File: config.mk
export PLATFORM = sky130hd
export DESIGN_NAME = conv3x3_mac_flat
export DESIGN_NICKNAME = d
export VERILOG_FILES = /design/src/rtl/conv3x3_mac_if.sv /design/src/rtl/conv3x3_mac.sv /design/src/flat_wrapper.sv
export SDC_FILE = /design/constraint.sdc
export NUM_CORES = 2
export LEC_CHECK = 0
export CAP_MARGIN = 10
export CORE_AREA = 2 2 327 329
export DETAILED_ROUTE_END_ITERATION = 10
export DIE_AREA = 0 0 329 331
export GPL_TIMING_DRIVEN = 0
export PLACE_DENSITY = 0.53
export SLEW_MARGIN = 20
export SYNTH_ARGS = -nofsm -noshare
export SYNTH_HDL_FRONTEND = slang
export SYNTH_SLANG_ARGS = --single-unit
File: constraint.sdc
create_clock -name clk -period 4.3 [get_ports clk]
set_input_delay 0.645 -clock clk [delete_from_list [all_inputs] [get_ports clk]]
set_output_delay 0.645 -clock clk [all_outputs]
set_load 0.1 [all_outputs]
File: src/rtl/conv3x3_mac_if.sv
// Window/kernel input and result output bundle of the 3x3 convolution engine.
// The upstream source uses master, conv3x3_mac uses slave.
interface conv3x3_mac_if;
    logic        [71:0] in_vector;
    logic               in_valid;
    logic signed [7:0]  w_data;
    logic               w_valid;
    logic signed [15:0] bias;
    logic        [7:0]  result;
    logic               result_valid;
    logic signed [21:0] raw_sum;
    logic               sat_flag;
    logic               weights_ready;
    logic        [7:0]  drop_count;

    modport master (
        output in_vector, in_valid, w_data, w_valid, bias,
        input  result, result_valid, raw_sum, sat_flag, weights_ready, drop_count
    );

    modport slave (
        input  in_vector, in_valid, w_data, w_valid, bias,
        output result, result_valid, raw_sum, sat_flag, weights_ready, drop_count
    );
endinterface

File: src/rtl/conv3x3_mac.sv
// Three-stage 3x3 multiply-accumulate with bias, arithmetic shift, optional ReLU
// and unsigned 8-bit saturation; kernel weights arrive serially.
module conv3x3_mac #(
    parameter int unsigned SHIFT = 0,
    parameter bit          RELU  = 1'b1
) (
    input  logic          clk,
    input  logic          rst_n,
    conv3x3_mac_if.slave  bus
);
    logic signed [7:0]  weight [9];
    logic        [3:0]  w_idx;
    logic               weights_ready;
    logic        [7:0]  drop_count;
    logic               accept;

    logic               s1_valid;
    logic signed [16:0] s1_prod [9];
    logic               s2_valid;
    logic signed [18:0] s2_row [3];
    logic signed [15:0] s2_bias;

    logic signed [21:0] total;
    logic signed [21:0] shifted;
    logic        [7:0]  sat_result;
    logic               sat_hit;

    logic        [7:0]  result;
    logic               result_valid;
    logic signed [21:0] raw_sum;
    logic               sat_flag;

    assign accept = bus.in_valid & weights_ready;

    // A write to slot 8 completes the kernel; any other write (including the
    // first write of a reload) leaves the kernel incomplete.
    always_ff @(posedge clk) begin
        if (!rst_n) begin
            w_idx         <= 4'd0;
            weights_ready <= 1'b0;
            drop_count    <= 8'd0;
            for (int i = 0; i < 9; i++) weight[i] <= 8'sd0;
        end else begin
            if (bus.w_valid) begin
                weight[w_idx] <= bus.w_data;
                w_idx         <= (w_idx == 4'd8) ? 4'd0 : w_idx + 4'd1;
                weights_ready <= (w_idx == 4'd8);
            end
            if (bus.in_valid && !weights_ready) drop_count <= drop_count + 8'd1;
        end
    end

    always_ff @(posedge clk) begin
        if (!rst_n) begin
            s1_valid     <= 1'b0;
            s2_valid     <= 1'b0;
            result_valid <= 1'b0;
            result       <= 8'd0;
            raw_sum      <= 22'sd0;
            sat_flag     <= 1'b0;
        end else begin
            s1_valid     <= accept;
            s2_valid     <= s1_valid;
            result_valid <= s2_valid;
            if (s2_valid) begin
                result   <= sat_result;
                raw_sum  <= total;
                sat_flag <= sat_hit;
            end
        end
    end

    // Datapath registers carry no reset; the valid bits qualify them.
    always_ff @(posedge clk) begin
        if (accept) begin
            for (int i = 0; i < 9; i++)
                s1_prod[i] <= 17'($signed({1'b0, bus.in_vector[8*i +: 8]})) * 17'(weight[i]);
        end
        if (s1_valid) begin
            for (int r = 0; r < 3; r++)
                s2_row[r] <= 19'(s1_prod[3*r]) + 19'(s1_prod[3*r+1]) + 19'(s1_prod[3*r+2]);
            s2_bias <= bus.bias;
        end
    end

    always_comb begin
        total      = 22'(s2_row[0]) + 22'(s2_row[1]) + 22'(s2_row[2]) + 22'(s2_bias);
        shifted    = total >>> SHIFT;
        sat_result = 8'd0;
        sat_hit    = 1'b0;
        if (shifted[21]) begin
            sat_result = 8'd0;
            sat_hit    = ~RELU;
        end else if (shifted > 22'sd255) begin
            sat_result = 8'd255;
            sat_hit    = 1'b1;
        end else begin
            sat_result = shifted[7:0];
        end
    end

    assign bus.result        = result;
    assign bus.result_valid  = result_valid;
    assign bus.raw_sum       = raw_sum;
    assign bus.sat_flag      = sat_flag;
    assign bus.weights_ready = weights_ready;
    assign bus.drop_count    = drop_count;
endmodule

File: src/flat_wrapper.sv
// flat-port wrapper written by rule: the top's interface ports become plain ports
module conv3x3_mac_flat 
#(
    parameter int unsigned SHIFT = 0,
    parameter bit          RELU  = 1'b1
)
  (clk, rst_n, bus_in_vector, bus_in_valid, bus_w_data, bus_w_valid, bus_bias, bus_result, bus_result_valid, bus_raw_sum, bus_sat_flag, bus_weights_ready, bus_drop_count);
  conv3x3_mac_if bus_i ();
  input  logic clk;
  input  logic rst_n;
  input wire logic [$bits(bus_i.in_vector)-1:0] bus_in_vector;
  input wire logic [$bits(bus_i.in_valid)-1:0] bus_in_valid;
  input wire logic [$bits(bus_i.w_data)-1:0] bus_w_data;
  input wire logic [$bits(bus_i.w_valid)-1:0] bus_w_valid;
  input wire logic [$bits(bus_i.bias)-1:0] bus_bias;
  output wire logic [$bits(bus_i.result)-1:0] bus_result;
  output wire logic [$bits(bus_i.result_valid)-1:0] bus_result_valid;
  output wire logic [$bits(bus_i.raw_sum)-1:0] bus_raw_sum;
  output wire logic [$bits(bus_i.sat_flag)-1:0] bus_sat_flag;
  output wire logic [$bits(bus_i.weights_ready)-1:0] bus_weights_ready;
  output wire logic [$bits(bus_i.drop_count)-1:0] bus_drop_count;
  assign bus_i.in_vector = bus_in_vector;
  assign bus_i.in_valid = bus_in_valid;
  assign bus_i.w_data = bus_w_data;
  assign bus_i.w_valid = bus_w_valid;
  assign bus_i.bias = bus_bias;
  assign bus_result = bus_i.result;
  assign bus_result_valid = bus_i.result_valid;
  assign bus_raw_sum = bus_i.raw_sum;
  assign bus_sat_flag = bus_i.sat_flag;
  assign bus_weights_ready = bus_i.weights_ready;
  assign bus_drop_count = bus_i.drop_count;
  conv3x3_mac #(.SHIFT(SHIFT), .RELU(RELU)) u_core (.clk(clk), .rst_n(rst_n), .bus(bus_i));
endmodule
==> flow_summary.yaml <==
status:
  status: "finished, violations left"
  violations: "setup timing"
setup_path:
  r2r-start: "u_core.s2_row[0][40]"
  cp.required_ns: 4.75
  slowest_stage: "fa_1"
  critPathLaunch: "u_core.s2_row[0][40]"
  worst-path-buf-inv: 2
  start_kind: "register"
  crit_fanout: 8
  cp.arrival_ns: 5.42
  path_cells: "fa_1 > ha_1 > a21o_1 > a21oi_2 > o21bai_2 > a2111oi_4 > or2_4 > xnor2_1 > ha_1 > a21o_1 > and2_1 > a21oi_1 > a31oi_1 > a311oi_2 > buf_4 > nand4_2 > nor4_4 > buf_4 > a21oi_2"
  worstSetupPathType: "reg2reg"
  slowest_delay_ns: 0.60
  cp_top_family: "compound AO/OA/AOI/OAI gates"
  end_kind: "register"
sta:
  finalSetupViolCount: 36
  tightestPinTransition_ns: 1.07
  final-hold-violation-count: 0
  setup_ws_ns: -0.662
  fmaxAchievable_ghz: 0.202
  rsz0062_at_grt: "true"
  fin_crit_sh_pct: 115
  min_period_ns: 4.96
  fin_hold_ws_ns: 0.473
  relSlewSlack_pct: 28.1
  report.final.slew_viol_count: 0
  finClkSkew_ns: 0.0117
yosys:
  synth_largest_area_cell: "edfxtp_1"
  synth_flop_cell: "edfxtp_1"
  syn_area_per_cell_sq_um: 10.3
  synth_edf_count: 298
  synthTopCellsByCount: "inv_1 (570), ha_1 (483), fa_1 (408), and2_1 (347), edfxtp_1 (298)"
  yosysUniqueCellTypes: 76
  ys_ff_latch: 345
  async_flop_share_pct: 0
  synth_warnings: 0
  ys_seq_area_share_pct: 27.0
  yosysTopAreaCellShare_pct: 24.4
  synthesis.instances: 3562
  synth_area_sq_mm: 0.0367
  synth_fp_nets: 4553
  synth.area.top_cells: "edfxtp_1 (24%), fa_1 (22%), ha_1 (16%)"
  post-synth-top-count-cell: "inv_1"
min_path:
  hold_path_class: "reg2reg"
  hp-start: "u_core.bus.raw_sum[13]"
drt:
  first_pass_iters: 5
  route.detailed.drc: 0
  ant_nets: 0
  wl_per_cell_um: 17.4
  vias_per_cell: 4.83
  drt_iter0_markers: 1206
  vias: 25999
  wirelength_um: 94000
floorplan:
  fp-row-count: 119
  core-area_sq_mm: 0.105
  dieHeight_um: 331
  die_x_um: 329
  ios: 141
  die-area_sq_mm: 0.109
  initial_utilization_pct: 34.9
final_layout:
  design_area_sq_mm: 0.0452
  fin_nets: 4956
  areaGrowthSynthToFinish_pct: 23.2
  drive_gt1_share_pct: 19.1
  final_util_pct: 43.0
power:
  power.density_mw_per_mm2: 271
  p_total_w: 0.0122
  peakVddDrop_uv: 250
  p_leak_nw: 20.2
global_routing:
  track_usage_pct: 17.5
  grt_pass1_vias: 27092
  grt_start_max_net_pins: 53
  grt_first_pass_wirelength_um: 149000
  grt-ovfl-total: 0
  antenna_found_initial: 17
clock_network:
  insertion_delay_ns: 0.57
  path_clk_slew_ns: 0.06
  clock-sinks: 345
  cts_buffer_depth: 3
  ctsHtreeMaxLevel: 2
  cts_buffers: 40
  cts_tree: "done"
  cts_root_buffer: "clkbuf_16"
  holdBufCountCts: 0
placed_design:
  placed_cell_area_sq_mm: 0.0402
  place_ws_ns: -1.39
  hpwl_um: 72200
  routabilityCongestion: 0.833
  port_buffers: 138
flow_run:
  drv_cap: 0
==> metrics by stage <==
| step | cells | setup TNS [ns] |
|---|---|---|
| finish | 5388 | -9.30 |
| global route | 5381 | -18.79 |
| CTS | 5321 | -9.56 |
| detailed placement | 5096 | -76.44 |
| global placement | 5091 | -112.81 |
| floorplan | 3562 | -1.55 |
==> sequential cells by signal (all words and copies together) (netlist names), 4 cells and up <==
name                   count
u_core.bus.result          8
u_core.w_idx               4
u_core.bus.drop_count      8
u_core.weight             72
u_core.s2_bias            16
u_core.s1_prod           153
u_core.bus.raw_sum        22
u_core.s2_row             57
==> power by group <==
group / switching [W] / total [W] / internal, W
Clock: 0.00144 / 0.00333 / 0.00188
Combinational: 0.00258 / 0.00499 / 0.00242
Sequential: 0.0000588 / 0.00391 / 0.00385
==> tightest hold or removal path, cell delays in order, from the launching register on <==
cell and delay (ns):
dfxtp_1 0.32, nand2_1 0.06, a21boi_1 0.05
==> cell families (layout without fill, tap and decap cells) <==
kind of cell,after synthesis,after routing,synth area share [%]
buffers and inverters,604,1032,6.20
AO/OA/AOI/OAI,393,393,7.32
adder cells (fa/ha/maj),891,891,38.7
other,0,7,0
flip-flops,345,345,27.0
multiplexers,16,16,0.440
XOR/XNOR,167,167,3.99
AND/OR/NAND/NOR,1146,1146,16.3
==> final timing paths <==
| check | cells after the start | slack, ns | endpoint |
|---|---|---|---|
| worst max-delay path | 19 | -0.66 | u_core.bus.result[5] |
| worst min-delay path | 2 | 0.47 | u_core.bus.raw_sum[13] |
| worst max register to register | 19 | -0.66 | u_core.bus.result[5] |
| worst min register to register | 2 | 0.47 | u_core.bus.raw_sum[13] |
==> layout by cell type, fill, tap and decap left out, types with 52 or more instances in the layout <==
cell type	netlist	final
a21oi_1	98	59
and2_1	347	295
and2_4	0	52
and3_1	80	80
buf_4	0	169
buf_6	0	53
clkdlybuf4s50_1	0	64
dlygate4sd2_1	0	64
edfxtp_1	298	298
fa_1	408	377
ha_1	483	423
inv_1	570	501
inv_2	0	69
nand2_1	280	254
nand2b_1	65	54
nor2_1	157	141
xnor2_1	142	123
==> layer usage <==
metal  vias up  share of wire [%]  track usage [%]
met5         -              0.087                0
met3       122                4.4             2.28
met2       457                 48             29.3
met1     12802                 45             23.7
li1      12604                  -                -
met4        14                2.5             5.16
==> what timing repair did <==
action	4_1_cts	5_1_grt
setup buffers	157	66
gates cloned	1	0
setup endpoints to repair	76	77
pin swaps	221	208
gates resized for setup	338	273
==> final cells by class <==
type | instances | area (sq um)
antenna | 7 | 17.5
buffer | 33 | 158
clock buffer | 47 | 1060
clock inverter | 20 | 183
fill | 10126 | 59800
inverter | 571 | 2140
multi-input combinational | 2613 | 26800
sequential | 345 | 9890
tap | 1391 | 1740
timing repair buffer | 361 | 3220
(Power assumes the default switching activity.)
